**config.mk**
```make
export PLATFORM = sky130hd
export DESIGN_NAME = clk_div_meter
export DESIGN_NICKNAME = d
export VERILOG_FILES = /design/src/rtl/clk_div_meter_pkg.sv /design/src/rtl/clk_edge_sync.sv /design/src/rtl/clk_div_meter.sv
export SDC_FILE = /design/constraint.sdc
export NUM_CORES = 1
export LEC_CHECK = 0
export BUFFER_PORTS_ARGS = -buffer_cell sky130_fd_sc_hd__buf_2
export CORE_AREA = 4 4 116 173
export DETAILED_ROUTE_END_ITERATION = 8
export DIE_AREA = 0 0 120 177
export PLACE_DENSITY_LB_ADDON = 0.15
export SYNTH_ARGS = -nofsm -noshare
export SYNTH_HDL_FRONTEND = slang
export SYNTH_SLANG_ARGS = --single-unit
```
**constraint.sdc**
```tcl
create_clock -name clk -period 6.3 [get_ports clk]
set_input_delay 0.945 -clock clk [delete_from_list [all_inputs] [get_ports clk]]
set_output_delay 0.945 -clock clk [all_outputs]
set_load 0.03 [all_outputs]
```
**src/rtl/clk_div_meter_pkg.sv**
```systemverilog
// Shared types and defaults for the clock-ratio meter.
// State encoding plus default counter width and inactivity limit.
package clk_div_meter_pkg;

  typedef enum logic [1:0] {
    IDLE    = 2'd0,
    ARM     = 2'd1,
    MEASURE = 2'd2
  } state_e;

  localparam int DEF_CNT_W   = 32;
  localparam int DEF_TIMEOUT = 1048576;

endpackage

```
**src/rtl/clk_edge_sync.sv**
```systemverilog
// Two-flop synchroniser with a history flop; rise pulses for one clk cycle per input rising edge.
// Latency: two clk edges from first sample to rise; no backpressure.
module clk_edge_sync (
  input  logic clk,
  input  logic rstn,
  input  logic clk_in,
  output logic s2,
  output logic rise
);

  logic s1;
  logic s3;

  always_ff @(posedge clk) begin
    if (!rstn) begin
      s1 <= 1'b0;
      s2 <= 1'b0;
      s3 <= 1'b0;
    end else begin
      s1 <= clk_in;
      s2 <= s1;
      s3 <= s2;
    end
  end

  assign rise = s2 & ~s3;

endmodule

```
**src/rtl/clk_div_meter.sv**
```systemverilog
// Measures period and high time of a slow clock-like input in clk cycles, with lock and inactivity detection.
// Results register on the clk edge that consumes the rise; meas_valid is a one-cycle pulse, no backpressure.
module clk_div_meter
  import clk_div_meter_pkg::*;
#(
  parameter int CNT_W    = DEF_CNT_W,
  parameter int LOCK_CNT = 4,
  parameter int TOL      = 0,
  parameter int TIMEOUT  = DEF_TIMEOUT
) (
  input  logic             clk,
  input  logic             rstn,
  input  logic             meas_en,
  input  logic             clk_in,
  output logic [CNT_W-1:0] period,
  output logic [CNT_W-1:0] high_time,
  output logic             meas_valid,
  output logic             locked,
  output logic             timeout
);

  localparam int MW = $clog2(LOCK_CNT + 1);
  localparam logic [CNT_W-1:0] TO_V   = CNT_W'(TIMEOUT);
  localparam logic [CNT_W-1:0] TOL_V  = CNT_W'(TOL);
  localparam logic [MW-1:0]    LOCK_V = MW'(LOCK_CNT);

  logic s2;
  logic rise;

  clk_edge_sync u_sync (
    .clk    (clk),
    .rstn   (rstn),
    .clk_in (clk_in),
    .s2     (s2),
    .rise   (rise)
  );

  state_e           state_q, state_n;
  logic [CNT_W-1:0] cnt_q, cnt_n;
  logic [CNT_W-1:0] hcnt_q, hcnt_n;
  logic [MW-1:0]    match_q, match_n;
  logic             prev_vld_q, prev_vld_n;
  logic [CNT_W-1:0] period_n, high_n;
  logic             valid_n, locked_n, timeout_n;

  logic [CNT_W-1:0] diff;
  logic             is_match;
  logic [MW-1:0]    match_inc;

  // cnt_q is the candidate new period; compare it against the last reported one.
  assign diff      = (cnt_q >= period) ? (cnt_q - period) : (period - cnt_q);
  assign is_match  = prev_vld_q && (diff <= TOL_V);
  assign match_inc = (match_q == LOCK_V) ? match_q : match_q + 1'b1;

  always_ff @(posedge clk) begin
    if (!rstn) begin
      state_q    <= IDLE;
      cnt_q      <= '0;
      hcnt_q     <= '0;
      match_q    <= '0;
      prev_vld_q <= 1'b0;
      period     <= '0;
      high_time  <= '0;
      meas_valid <= 1'b0;
      locked     <= 1'b0;
      timeout    <= 1'b0;
    end else begin
      state_q    <= state_n;
      cnt_q      <= cnt_n;
      hcnt_q     <= hcnt_n;
      match_q    <= match_n;
      prev_vld_q <= prev_vld_n;
      period     <= period_n;
      high_time  <= high_n;
      meas_valid <= valid_n;
      locked     <= locked_n;
      timeout    <= timeout_n;
    end
  end

  always_comb begin
    state_n    = state_q;
    cnt_n      = cnt_q;
    hcnt_n     = hcnt_q;
    match_n    = match_q;
    prev_vld_n = prev_vld_q;
    period_n   = period;
    high_n     = high_time;
    valid_n    = 1'b0;
    locked_n   = locked;
    timeout_n  = timeout;

    if (!meas_en) begin
      state_n    = IDLE;
      cnt_n      = '0;
      hcnt_n     = '0;
      match_n    = '0;
      prev_vld_n = 1'b0;
      locked_n   = 1'b0;
      timeout_n  = 1'b0;
    end else begin
      unique case (state_q)
        IDLE: begin
          state_n    = ARM;
          cnt_n      = '0;
          hcnt_n     = '0;
          match_n    = '0;
          prev_vld_n = 1'b0;
          locked_n   = 1'b0;
          timeout_n  = 1'b0;
        end
        ARM: begin
          if (rise) begin
            state_n    = MEASURE;
            cnt_n      = CNT_W'(1);
            hcnt_n     = CNT_W'(1);
            prev_vld_n = 1'b0;
            timeout_n  = 1'b0;
          end else if (cnt_q == TO_V) begin
            cnt_n     = '0;
            match_n   = '0;
            locked_n  = 1'b0;
            timeout_n = 1'b1;
          end else begin
            cnt_n = cnt_q + 1'b1;
          end
        end
        MEASURE: begin
          if (rise) begin
            period_n   = cnt_q;
            high_n     = hcnt_q;
            valid_n    = 1'b1;
            cnt_n      = CNT_W'(1);
            hcnt_n     = CNT_W'(1);
            prev_vld_n = 1'b1;
            timeout_n  = 1'b0;
            if (is_match) begin
              match_n  = match_inc;
              locked_n = (match_inc == LOCK_V);
            end else begin
              match_n  = '0;
              locked_n = 1'b0;
            end
          end else if (cnt_q == TO_V) begin
            state_n    = ARM;
            cnt_n      = '0;
            hcnt_n     = '0;
            match_n    = '0;
            prev_vld_n = 1'b0;
            locked_n   = 1'b0;
            timeout_n  = 1'b1;
          end else begin
            cnt_n  = cnt_q + 1'b1;
            hcnt_n = hcnt_q + CNT_W'(s2);
          end
        end
        default: state_n = IDLE;
      endcase
    end
  end

endmodule
```
**Yosys cells after proc, flatten, opt, wreduce, memory -nomap -nowiden**

Cells that the tools add are included.
W data, S select, Z words.

- Register bits: 140
- Bits in writable memories: 0
- Memory bits (read-only): 0
- Word-level logic and storage cells: 77
- Memories: 0
- Input port bits: 4
- Bits in latches: 0

- $mul: 0
- Muxes and demuxes: 31
- Equal/unequal tests: 11
- Bitwise logic cells: 2
- Add/subtract/negate cells: 5
- $lt $le $gt $ge: 2
- Divide/modulo/power cells: 0
- Shift operators: 0
- Reduce and logical (&&, ||, !) cells: 13

Operators by type and width:

| operator | count |
|---|---|
| $mux W32 | 6 |
| $pmux W32 S3 | 1 |
| $pmux W32 S2 | 1 |
| $sub A32 B32 Y32 | 2 |
| $add A32 B1 Y32 | 1 |
| $add A32 B1 Y32 const B | 1 |
| $eq A32 B21 Y1 const B | 1 |
| $ge A32 B32 Y1 | 1 |
| $le A32 B1 Y1 const B | 1 |
| $mux W3 | 5 |
| $reduce_and A3 Y1 | 4 |
| $mux W1 | 10 |
| $pmux W3 S3 | 1 |
| $ne A2 B2 Y1 const B | 4 |
| $reduce_and A2 Y1 | 4 |
| $eq A3 B3 Y1 const B | 2 |
| $mux W2 | 3 |
| $pmux W1 S3 | 2 |
| $pmux W2 S3 | 1 |
| $add A3 B1 Y3 const B | 1 |
| $ne A3 B1 Y1 const B | 1 |
| $ne A3 B3 Y1 const B | 1 |
| $reduce_bool A3 Y1 | 1 |
| $eq A2 B1 Y1 const B | 1 |
| other kinds (8) | 8 |

**Logic depth before layout (Yosys ltp)**

Gate-level depths: netlist (run 1).

- Depth in word-level cells: 7
- Gate-level depth with buffers: 13
- Mapped depth without buffers: 12

**Modules after synthesis**

A second synthesis (run 1) with hierarchy kept.

- Cells, all modules: 1285
- Area, all modules: 9974.6 µm²

By module, submodules not included:

| module | sequential area each (µm²) | times used | area each (µm²) | cells an instance |
|---|---|---|---|---|
| clk_div_meter | 2742.6 | 1 | 9882.0 | 1278 |
| clk_edge_sync | 60.1 | 1 | 92.6 | 7 |

**Worst setup path before layout (run 1)**

OpenSTA, ideal clock, no wires.

- Kind: reg2reg
- Start point: reg period[1]
- End point: reg locked
- Required time: 6.214 ns
- Arrival: 3.359 ns
- Period minus slack after synthesis: 3.445 ns
- Path buffers: 0
- Cell stages (with the launch flop): 13
- Slack: 2.855 ns
- Cells stage by stage: dfxtp_1 inv_1 ha_1 and2b_1 o21a_1 o21ba_1 o21a_1 o22ai_1 mux2_2 a2111oi_0 and4_1 o2111ai_1 a211oi_1

- Word-level cells in the longest chain between the ends: 7

Ends and longest elaborated chain:

| what | RTL line | source |
|---|---|---|
| start, declared | clk_div_meter.sv:15 | `output logic [CNT_W-1:0] period,` |
| start signal, assigned | clk_div_meter.sv:73 | `period <= period_n;` |
| $sub A32 B32 Y32 or $ge A32 B32 Y1 (tied branches) | clk_div_meter.sv:51 | `assign diff = (cnt_q >= period) ? (cnt_q - period) : (period - cnt_q);` |
| $mux W32 * | clk_div_meter.sv:51 |  |
| $le A32 B1 Y1 * | clk_div_meter.sv:52 | `assign is_match = prev_vld_q && (diff <= TOL_V);` |
| $logic_and A1 B1 Y1 * | clk_div_meter.sv:52 |  |
| $mux W1 * | clk_div_meter.sv:137 | `if (is_match) begin` |
| $mux W1 * | clk_div_meter.sv:129 | `if (rise) begin` |
| $pmux W1 S3 * | clk_div_meter.sv:102 | `unique case (state_q)` |
| end signal, assigned | clk_div_meter.sv:76 | `locked <= locked_n;` |
| end, declared | clk_div_meter.sv:18 | `output logic locked,` |

Mark *: on every way between the ends. The rest lies on a longest branch, timed or not.
A chain may end at the register's enable or synchronous reset.

**Worst setup path in the final report (run 1)**

- Start point: reg period[14]
- End point: reg locked

Same word-level chain as after synthesis.

==> flow_summary.ini, run 1 <==
[timing]
rsz0062_at_grt = false
timing.slew.headroom_pct = 17.1
finalCritPeriodShare_pct = 64.5
hold_viol_final = 0
setup_viol = 0
worst_slew_pin_slew_ns = 1.23
clock.fmax_ghz = 0.246
clock_skew_ns = 0.0132
fin_tns_setup_ns = 0
maxSlewViolCount = 0
fin_crit_ns = 4.06

[global_routing]
grt_start_max_net_pins = 67
grt_pass1_wl_mm = 52.3
antenna_found_initial = 0
overflow = 0
grt_pass1_vias = 9639
grt.total_usage_pct = 31.1

[cells_and_area]
design_area_mm2 = 0.0110
final_cells = 1672
antenna_cells = 0
nFillCells = 1821
nets = 1485
drive_gt1_share_pct = 8.73
areaGrowthSynthToFinish_pct = 10.1

[routing]
wl_per_cell_um = 19.9
antenna_left = 0
vias = 10100
drt_iter0_drc = 895
vias_per_cell = 6.02
first_pass_iters = 6
drc = 0
wl_mm = 33.3

[critical_path]
crit_path_cell_trace = inv_1 > ha_1 > nand2_1 > o21ai_0 > a21boi_0 > and2_1 > a222oi_1 > and4_1 > nand4_1 > a22oi_1 > o2111ai_1 > a211oi_1
cp.required_ns = 6.64
end_kind = flop
worstSetupPathType = reg -> reg
slowest_stage = o21ai_0
worstPathMaxFanout = 13
path_buf_inv = 1
worst_ep_arrival_time_ns = 4.40
path_delay_family = compound AO/OA/AOI/OAI gates
cpPeakStageDelay_ns = 0.59
rrSetupSlack_ns = 2.24
critPathLaunchType = flop

[cts]
htreeDepth = 4
root_buffer = clkbuf_16
clock_sinks = 140
max-clock-path-buffers = 2
cts-hold-fix-buffers = 0
cts_made_buffers = 17
path_clk_slew_ns = 0.07
cts_resized = 0
clk_latency_ns = 0.43
post_cts_buffers = 0
cts_tree = built

[yosys]
ys_async_sr_fraction_pct = 0
synth_largest_area_cell = dfxtp_1
postSynthCellCount = 1378
yosysMostFrequentCell = nand2_1
synth_area_leaders = dfxtp_1 28%, ha_1 9.2%, nand2_1 8.0%, a21boi_0 5.5%, nor2_1 5.5%
yosys_most_used_dff = dfxtp_1
synth_cell_type_count = 67
synth_xor_area_share_pct = 7.51
ys_seq_elements = 140
synth_warnings = 0
netlist_top_cells_count = 215 x nand2_1, 146 x nor2_1, 140 x dfxtp_1
synthAdderAreaFrac_pct = 9.23
postSynthAreaPerCell_um2 = 7.28
synth_compound_area_share_pct = 22.9
yosys-mux-area-fraction_pct = 0.836
seq_area_frac_synth_pct = 27.9
synth-simple-area-share_pct = 25.6
syn_area_mm2 = 0.0100
synth_top_family_by_area = simple AND/OR/NAND/NOR gates
synth.top_cell.area_share_pct = 27.9
synth_edf_count = 0
syn_nets = 1456

[floorplanning]
num_rows = 61
fp.dieH_um = 177
pin_count = 71
initial_core_util_pct = 54.1
core_mm2 = 0.0185
die-area_mm2 = 0.0212
die_x_um = 120

[flow_run]
cap_violations = 0

[power]
power_frac_comb_pct = 2.9
internal-power_mw = 1.44
p_sw_share_pct = 26.3
p_switching_mw = 0.511
max-vdd-ir-drop_mv = 0.163
power_density_mw_per_mm2 = 176
clkPwrFrac_pct = 51.6
p_leak_nw = 4.39
finalPower_mw = 1.95
p_seq_share_pct = 45.6

[hold_path]
hold_class = reg -> reg

[run_status]
status = finished, final reports clean

[placement]
dp_hpwl_mm = 25.6
gp_congestion = 1.07
placed_cell_area_mm2 = 0.0105
place_inst = 1640
io_buffers = 70
-- area by class of cell --
| class | count | area (µm²) | share of cell area, % |
|---|---|---|---|
| multi-input combinational | 1086 | 6640 | 60.1 |
| sequential | 140 | 2800 | 25.4 |
| clock buffer | 18 | 429 | 3.89 |
| timing repair buffer | 75 | 388 | 3.51 |
| inverter | 87 | 327 | 2.96 |
| tap | 252 | 315 | 2.86 |
| clock inverter | 14 | 146 | 1.33 |
-- cell usage in the layout, fill, tap and decap left out, drive strengths merged, types with 12 or more instances in the layout --
master	Yosys	final
buf	19	75
nor2	146	146
clkbuf	46	18
dfxtp	140	140
inv	87	96
nand2	215	215
nand4	31	31
and3	23	23
a21o	13	13
o21ai	71	71
nor4	16	16
nand3	38	38
and2	12	12
xnor2	55	55
xor2	31	31
or3	17	17
a211oi	14	14
a21boi	73	73
a21oi	99	99
nor3	41	41
ha	74	74
-- per-stage QoR --
| step | worst slack (ns) | hold slack [ns] | util (%) |
|---|---|---|---|
| after floorplan | 2.86 | 0.412 | - |
| after global placement | 2.30 | 0.451 | 56.4 |
| after detailed placement | 2.32 | 0.454 | 56.4 |
| after CTS | 2.31 | 0.465 | 59.5 |
| after global routing | 2.02 | 0.476 | 59.5 |
| final | 2.24 | 0.460 | 59.5 |
-- power groups by stage --
stage                     Clock [mW]  Combinational (mW)  Sequential [mW]
final                           1.00              0.0556            0.887
after global routing            1.05              0.0606            0.887
after CTS                       1.02              0.0548            0.887
after detailed placement           0              0.0543            0.908
after global placement             0              0.0544            0.908
after floorplan                    0              0.0399            0.907
-- registers in the layout, summed over array words and instances (netlist names) --
register and count:
cnt_q 32, hcnt_q 32, high_time 32, period 32, match_q 3, state_q 2
locked 1, meas_valid 1, prev_vld_q 1, timeout 1, u_sync.s1 1, u_sync.s2 1
u_sync.s3 1
-- routing by layer --
| metal | global-route usage [%] | wire, µm | up-vias |
|---|---|---|---|
| met5 | 0 | 0 | - |
| met4 | 16.7 | 1920 | 0 |
| met3 | 3.36 | 1770 | 122 |
| met2 | 54.1 | 16400 | 405 |
| met1 | 37.5 | 13200 | 4712 |
| li1 | - | - | 4832 |
-- logic make-up after synthesis --
kind of cell / count (synthesis)
compound gates: 353
xor+xnor: 86
fa+ha+maj: 74
buf+inv: 152
flops: 140
mux: 8
simple gates: 565
-- path summary, 6_finish.rpt --
check                                             start              endpoint  cells past startpoint
worst min register to register     u_sync.s1$_SDFF_PN0_  u_sync.s2$_SDFF_PN0_                      1
worst min-delay path               u_sync.s1$_SDFF_PN0_  u_sync.s2$_SDFF_PN0_                      1
worst max-delay path            period[14]$_SDFFE_PN0P_   locked$_SDFFE_PN0P_                     12
worst max register to register  period[14]$_SDFFE_PN0P_   locked$_SDFFE_PN0P_                     12
No activity file was read; power rests on OpenSTA's default activity.
==> run 2, diff against run 1 <==
clock period = 4.2 ns   (was 6.3 ns; I/O delays follow)
==> run 2 against run 1 <==
Against the previous run: register-to-register slack worse by 2.0 ns; core utilization up 0.83 points; power up 51%; non-clock buffer count up 20; critical endpoint unchanged; critical path type unchanged; clock power up 52%; final area up 1.4%; wire length down 0.79%; cell count up 1.2%; clock skew up 0.0069 ns; via count up 0.26%; highest routed layer unchanged; global-route usage down 0.10 points.
==> flow_summary.ini, run 2 (synthesized netlist as in run 1, its figures left out) <==
[power]
p_leak_nw = 4.49
max-vdd-ir-drop_mv = 0.246
power_density_mw_per_mm2 = 262
finalPower_mw = 2.93

[run_status]
status = finished, final reports clean

[critical_path]
critPathLaunchType = flop
r2r_cells = 13
worstPathMaxFanout = 11
cp.required_ns = 4.55
end_kind = flop
worst_ep_arrival_time_ns = 4.31
crit_path_cell_trace = inv_1 > ha_1 > nand4_1 > nor3_1 > buf_4 > o31ai_1 > a21boi_0 > o22ai_1 > a2111oi_0 > nand4_1 > a22oi_2 > o2111ai_1 > a211oi_1
cpPeakStageDelay_ns = 0.55
worstSetupPathType = reg -> reg
rrSetupSlack_ns = 0.24
slowest_stage = a2111oi_0
r2r_start = period[11]$_SDFFE_PN0P_
cp_common_cell = nand4_1
r2r-end = locked$_SDFFE_PN0P_

[floorplanning]
initial_core_util_pct = 54.1
die_x_um = 120
pin_count = 71
num_rows = 61
fp.dieH_um = 177
core_mm2 = 0.0185
die-area_mm2 = 0.0212

[global_routing]
grt_pass1_vias = 9714
grt.total_usage_pct = 31.0
overflow = 0
grt_pass1_wl_mm = 52.0
antenna_found_initial = 0
grt_start_max_net_pins = 71

[placement]
io_buffers = 70
dp_hpwl_mm = 25.6
placed_cell_area_mm2 = 0.0106
gp_congestion = 1.05

[cts]
root_buffer = clkbuf_16
clk_latency_ns = 0.45
cts_tree = built
htreeDepth = 4
clock_sinks = 140
post_cts_buffers = 0
path_clk_slew_ns = 0.07
max-clock-path-buffers = 2
cts_made_buffers = 17

[cells_and_area]
final_cell_mix = 215 x nand2_1, 146 x nor2_1, 140 x dfxtp_1, 97 x a21oi_1, 87 x inv_1
final_common_cell = nand2_1
design_area_mm2 = 0.0112
antenna_cells = 0
drive_gt1_share_pct = 10.1
nets = 1505
nFillCells = 1823
areaGrowthSynthToFinish_pct = 11.7

[timing]
fin_crit_ns = 3.96
worst_slew_pin_slew_ns = 0.801
hold_viol_final = 0
clock.fmax_ghz = 0.252
timing.slew.headroom_pct = 46.6
whs_ns = 0.398
clock_skew_ns = 0.0201
maxSlewViolCount = 0
rsz0062_at_grt = false
fin_tns_setup_ns = 0
setup_viol = 0
finalCritPeriodShare_pct = 94.3

[routing]
antenna_left = 0
wl_mm = 33.1
wl_per_cell_um = 19.5
drt_iter0_drc = 676
first_pass_iters = 7
drc = 0
vias_per_cell = 5.97
vias = 10100

[hold_path]
worstHoldStart = clk_in
hold_end = u_sync.s1$_SDFF_PN0_
hold_class = in -> reg
hold_depth = 2

[flow_run]
cap_violations = 0
-- run 2: cell types whose count changed in the layout (fill, tap and decap cells not counted) --
| cell | change |
|---|---|
| clkinv_4 | +1 |
| a22oi_2 | +1 |
| buf_4 | +20 |
| inv_8 | +2 |
| inv_6 | -1 |
| clkinvlp_4 | -1 |
| clkinv_8 | -1 |
| a22oi_1 | -1 |
-- run 2: cell type report --
cell class / count / area, µm² / area share [%]
clock buffers: 18 / 429 / 3.83
clock inverters: 14 / 145 / 1.30
inverters: 87 / 327 / 2.92
multi-input cells: 1086 / 6640 / 59.3
flip-flops and latches: 140 / 2800 / 25.0
well taps: 252 / 315 / 2.82
repair buffers: 95 / 538 / 4.81
-- run 2: how the worst max path moves through the flow --
stage | startpoint | endpoint | slack (ns) | cells after the start
6_report | period[11]$_SDFFE_PN0P_ | locked$_SDFFE_PN0P_ | 0.24 | 13
5_1_grt | period[4]$_SDFFE_PN0P_ | locked$_SDFFE_PN0P_ | 0.006 | 13
4_1_cts | period[4]$_SDFFE_PN0P_ | locked$_SDFFE_PN0P_ | 0.23 | 13
3_5_place_dp | period[4]$_SDFFE_PN0P_ | locked$_SDFFE_PN0P_ | 0.25 | 13
3_3_place_gp | cnt_q[4]$_SDFFE_PN0P_ | locked$_SDFFE_PN0P_ | 0.29 | 12
2_1_floorplan | period[1]$_SDFFE_PN0P_ | locked$_SDFFE_PN0P_ | 0.76 | 12
-- run 2: layer usage --
metal  share of wire (%)  vias up  GRT usage (%)
met2                  50      369           55.2
met4                 5.3        0           16.7
met3                 5.4       97           4.29
li1                    -     4888              -
met5                   0        -              0
met1                  39     4743           35.7
-- run 2: where the power goes --
group	internal [mW]	switching (mW)
logic	0.0312	0.0523
registers	1.33	0.00228
clock network	0.795	0.723
-- run 2: worst max-delay path: cells and delay by family (launching register included) --
family	cells	cell delay [ns]
AOI/OAI and AO/OA	7	1.81
buffers and inverters	2	0.24
and+or+nand+nor	3	0.91
adders and majority gates	1	0.51
DFF	1	0.39
-- run 2: through the flow --
| stage | util, % | cells | setup slack [ns] |
|---|---|---|---|
| 2_1_floorplan | - | 1378 | 0.755 |
| 3_3_place_gp | 57.2 | 1660 | 0.292 |
| 3_5_place_dp | 57.2 | 1660 | 0.247 |
| 4_1_cts | 60.3 | 1692 | 0.233 |
| 5_1_grt | 60.4 | 1692 | 0.00613 |
| 6_report | 60.4 | 1692 | 0.239 |
-- run 2: timing repair --
item	4_1_cts	5_1_grt
endpoints found under the setup margin	0	2
hold buffers	0	0
gates resized for setup	0	1
endpoints found under the hold margin	0	0
